$ cat config.mk
export PLATFORM = sky130hd
export DESIGN_NAME = accum_32bit
export DESIGN_NICKNAME = d
export VERILOG_FILES = /design/src/rtl/accum_32bit.sv
export SDC_FILE = /design/constraint.sdc
export NUM_CORES = 1
export LEC_CHECK = 0
export CAP_MARGIN = 20
export CORE_MARGIN = 10
export CORE_UTILIZATION = 30
export CTS_CLUSTER_DIAMETER = 60
export DETAILED_ROUTE_END_ITERATION = 6
export PLACE_DENSITY_LB_ADDON = 0.12
export SKIP_CTS_REPAIR_TIMING = 1
export SLEW_MARGIN = 20
export SYNTH_ARGS = -nofsm -noshare
export SYNTH_HDL_FRONTEND = slang
export SYNTH_SLANG_ARGS = --single-unit
$ cat constraint.sdc
create_clock -name clk -period 28.4 [get_ports clk]
set_input_delay 5.68 -clock clk [delete_from_list [all_inputs] [get_ports clk]]
set_output_delay 5.68 -clock clk [all_outputs]
set_load 0.005 [all_outputs]
$ cat src/rtl/accum_32bit.sv
// Burst accumulator: sums a handshaked stream of 32-bit operands through one
// ripple-carry adder and reports the wrapped sum plus the count of carry-outs.

module fulladder_32bit (
   input  logic [31:0] a,
   input  logic [31:0] b,
   input  logic        cin,
   output logic [31:0] sum,
   output logic        cout
);
   logic [32:0] c;

   assign c[0] = cin;

   for (genvar i = 0; i < 32; i++) begin : g_bit
      assign sum[i]  = a[i] ^ b[i] ^ c[i];
      assign c[i+1]  = (a[i] & b[i]) | (c[i] & (a[i] ^ b[i]));
   end

   assign cout = c[32];
endmodule

module accum_32bit #(
   parameter int LEN_W = 5
) (
   input  logic             clk,
   input  logic             rst_n,
   input  logic             start,
   input  logic [LEN_W-1:0] len,
   input  logic             in_valid,
   output logic             in_ready,
   input  logic [31:0]      in_data,
   output logic             out_valid,
   input  logic             out_ready,
   output logic [31:0]      out_sum,
   output logic [LEN_W-1:0] out_carry_cnt,
   output logic             busy,
   output logic [1:0]       dbg_state_o
);
   // Handshake: a transfer happens on a rising edge where valid && ready are
   // both high; ready/valid driven by this block come only from state_q.
   typedef enum logic [1:0] {
      S_IDLE = 2'd0,
      S_ACC  = 2'd1,
      S_DONE = 2'd2
   } state_t;

   state_t           state_q, state_d;
   logic [31:0]      acc_q, acc_d;
   logic [LEN_W-1:0] cnt_q, cnt_d;
   logic [LEN_W-1:0] rem_q, rem_d;
   logic [31:0]      res_sum_q, res_sum_d;
   logic [LEN_W-1:0] res_cnt_q, res_cnt_d;

   logic [31:0]      add_sum;
   logic             add_cout;
   logic [LEN_W-1:0] cnt_inc;

   fulladder_32bit u_adder (
      .a    (acc_q),
      .b    (in_data),
      .cin  (1'b0),
      .sum  (add_sum),
      .cout (add_cout)
   );

   assign cnt_inc = cnt_q + LEN_W'(add_cout);

   always_ff @(posedge clk or negedge rst_n) begin
      if (!rst_n) begin
         state_q   <= S_IDLE;
         acc_q     <= '0;
         cnt_q     <= '0;
         rem_q     <= '0;
         res_sum_q <= '0;
         res_cnt_q <= '0;
      end else begin
         state_q   <= state_d;
         acc_q     <= acc_d;
         cnt_q     <= cnt_d;
         rem_q     <= rem_d;
         res_sum_q <= res_sum_d;
         res_cnt_q <= res_cnt_d;
      end
   end

   // Result registers are separate from acc_q so the last result survives
   // the accumulator being cleared by the next start.
   always_comb begin
      state_d   = state_q;
      acc_d     = acc_q;
      cnt_d     = cnt_q;
      rem_d     = rem_q;
      res_sum_d = res_sum_q;
      res_cnt_d = res_cnt_q;
      case (state_q)
         S_IDLE: begin
            if (start) begin
               acc_d = '0;
               cnt_d = '0;
               if (len != '0) begin
                  rem_d   = len;
                  state_d = S_ACC;
               end else begin
                  res_sum_d = '0;
                  res_cnt_d = '0;
                  state_d   = S_DONE;
               end
            end
         end
         S_ACC: begin
            if (in_valid) begin
               acc_d = add_sum;
               cnt_d = cnt_inc;
               rem_d = rem_q - LEN_W'(1);
               if (rem_q == LEN_W'(1)) begin
                  res_sum_d = add_sum;
                  res_cnt_d = cnt_inc;
                  state_d   = S_DONE;
               end
            end
         end
         S_DONE: begin
            if (out_ready) state_d = S_IDLE;
         end
         default: state_d = S_IDLE;
      endcase
   end

   assign in_ready      = (state_q == S_ACC);
   assign out_valid     = (state_q == S_DONE);
   assign busy          = (state_q != S_IDLE);
   assign out_sum       = res_sum_q;
   assign out_carry_cnt = res_cnt_q;
   assign dbg_state_o   = state_q;
endmodule

==> flow_summary.json <==
{
  "crit_top_cell": "fa_1",
  "hold_path_class": "flip-flop to flip-flop",
  "n_fill_cell": 1482,
  "fin_crit_sh_pct": 66.5,
  "cts_buffers": 9,
  "switchingPower_w": 0.000221,
  "period_needed_ns": 18.90,
  "critPathKind": "input port to flip-flop",
  "synth_top_family_by_area": "adder cells",
  "synth_area_mm2": 0.00451,
  "synth_seq_cells": 81,
  "switching_share_pct": 35.2,
  "skew_ns": 0.00703,
  "seq_area_frac_synth_pct": 45.0,
  "overflow": 0,
  "wl_um": 10600,
  "insertion_delay_ns": 0.34,
  "clock-sinks": 81,
  "synth-simple-area-share_pct": 13.0,
  "syn_nets": 486,
  "worstSetupStartpointType": "input port",
  "p_leak_nw": 2.70,
  "synth_edf_count": 0,
  "power_density_mw_per_mm2": 108,
  "drt_pre_antenna_iters": 4,
  "synth_ff_type": "dfrtp_1",
  "ys_warn_count": 0,
  "antenna_found_initial": 0,
  "rsz0062_at_grt": "false",
  "placed_area_mm2": 0.00548,
  "synthAdderAreaFrac_pct": 15.1,
  "die_w_um": 143,
  "grt_pass1_wl_um": 17900,
  "synth_mux_area_share_pct": 11.8,
  "synth_commonest_cells": "dfrtp_1, inv_1, nor2_1",
  "p_int_w": 0.000407,
  "setup_tns_ns": 0,
  "cap_violations": 0,
  "die_h_um": 143,
  "clock_path_buffers": 2,
  "antenna_cells": 0,
  "avgSynthCellArea_um2": 11.1,
  "ios": 84,
  "io_buffers": 83,
  "setup_violations": 0,
  "ctsRootBufferMaster": "clkbuf_16",
  "grt_use_total_pct": 11.2,
  "max-vdd-ir-drop_mv": 0.0391,
  "worstPathRequired_ns": 28.62,
  "drcViolationCount": 0,
  "yosys.area.top_type_share_pct": 45.0,
  "dpl.hpwl_um": 7190,
  "ys_async_sr_fraction_pct": 100,
  "final_antenna_net_count": 0,
  "layout-drive-gt1-share_pct": 12.2,
  "whs_ns": 0.470,
  "fin_nets": 563,
  "synth_cells": 408,
  "die_area_mm2": 0.0203,
  "cp_max_fo": 4,
  "place_congestion": 0.728,
  "final_util_pct": 39.8,
  "hold_violations": 0,
  "final_area_mm2": 0.00582,
  "grt_max_degree": 82,
  "fmax_mhz": 52.9,
  "h-tree-depth": 3,
  "start_util_pct": 30.8,
  "power_frac_comb_pct": 49.7,
  "dr.first_iter.drc_count": 136,
  "status": "completed",
  "synth_area_leader_cell": "dfrtp_1",
  "synth-xor-area-share_pct": 0.583,
  "drt-wirelength-per-cell_um": 15.7,
  "grt_pass1_vias": 3367,
  "syn_to_final_growth_pct": 29.2,
  "arrival_ns": 19.12,
  "tightest_slew_ns": 0.979,
  "endpoint_kind": "flip-flop",
  "clk_pin_slew_ns": 0.06,
  "row_count": 44,
  "synth-compound-area-share_pct": 6.63,
  "clkPwrFrac_pct": 19.2,
  "synth_most_common_cell": "dfrtp_1",
  "p_seq_share_pct": 31.0,
  "cp_slowest_cell": "clkdlybuf4s50_1",
  "vias": 3061,
  "ys_types": 39,
  "cts_tree": "yes",
  "core_mm2": 0.0146,
  "cpPeakStageDelay_ns": 0.46,
  "avgViaCountPerCell": 4.54,
  "slew_viol_final": 0,
  "relSlewSlack_pct": 34.8,
  "synth_area_leaders": "dfrtp_1, fa_1, mux2_4"
}
==> layout by cell type (no fill, tap or decap), drive strengths merged, types with 2 or more instances in the layout <==
| cell type | count |
|---|---|
| o21ai | 33 |
| a21o | 2 |
| inv | 67 |
| mux2 | 33 |
| nand2b | 3 |
| nand3b | 29 |
| a21oi | 4 |
| nand2 | 20 |
| dfrtp | 81 |
| fa | 31 |
| clkbuf | 14 |
| nand3 | 11 |
| nor2 | 40 |
| nor3 | 3 |
| buf | 4 |
| clkdlybuf4s50 | 82 |
| o2bb2ai | 2 |
| or2 | 2 |
| mux2i | 7 |
| ha | 5 |
| xor2 | 2 |
| clkinv | 2 |
==> through the flow <==
step | setup slack [ns] | power (W) | instances
3_3_place_gp | 9.32 | 0.000503 | 657
3_5_place_dp | 9.13 | 0.000513 | 657
2_1_floorplan | 10.38 | 0.000402 | 408
5_1_grt | 8.98 | 0.000690 | 674
4_1_cts | 9.41 | 0.000639 | 673
6_report | 9.50 | 0.000628 | 674
==> power groups by stage <==
| stage | combinational, W | clock [W] | sequential, W |
|---|---|---|---|
| finish | 0.000313 | 0.000121 | 0.000195 |
| global route | 0.000357 | 0.000131 | 0.000203 |
| CTS | 0.000318 | 0.000126 | 0.000195 |
| detailed placement | 0.000316 | 0 | 0.000197 |
| global placement | 0.000308 | 0 | 0.000196 |
| floorplan | 0.000216 | 0 | 0.000186 |
==> layout make-up <==
class	instances	area [um^2]	share of cell area, %
clock buffers	14	274	4.70
clock inverters	2	35.0	0.602
inverters	68	255	4.38
multi-input cells	239	2130	36.5
flip-flops and latches	81	2030	34.8
well taps	184	230	3.95
repair buffers	86	875	15.0
==> per-layer routing <==
layer	track usage, %	wire [um]
met1	14.5	4990
met2	16.3	4590
met3	4.31	832
met4	4.72	194
met5	0	0
==> path summary, 6_finish.rpt <==
kind                            slack [ns]       start  cells past startpoint               end
worst max-delay path                  9.50  in_data[0]                     41  out_carry_cnt[4]
worst min-delay path                  0.47    acc_q[0]                      2          acc_q[0]
worst max register to register       14.96    acc_q[0]                     40  out_carry_cnt[4]
worst min register to register        0.47    acc_q[0]                      2          acc_q[0]
max in group asynchronous            22.44       rst_n                      1    dbg_state_o[0]
min in group asynchronous             5.39       rst_n                      1       out_sum[11]
==> critical path: cells and delay by family <==
family,cells,cell delay (ns)
xor+xnor,1,0.15
fa+ha+maj,34,12.21
buf+inv,3,0.59
mux,1,0.31
simple gates,2,0.19
==> kinds of logic (layout without fill, tap and decap cells) <==
group / after synthesis / in the layout
AND/OR/NAND/NOR: 112 / 112
multiplexers: 40 / 40
flip-flops: 81 / 81
buffers and inverters: 88 / 170
XOR/XNOR: 3 / 3
adder cells (fa/ha/maj): 36 / 36
AO/OA/AOI/OAI: 48 / 48
==> state kept, by name (all words and copies together), names as in the netlist <==
name and flops:
out_sum 32, out_carry_cnt 5, dbg_state_o 2, acc_q 32, cnt_q 5, rem_q 5
No activity file was read; power rests on OpenSTA's default activity.
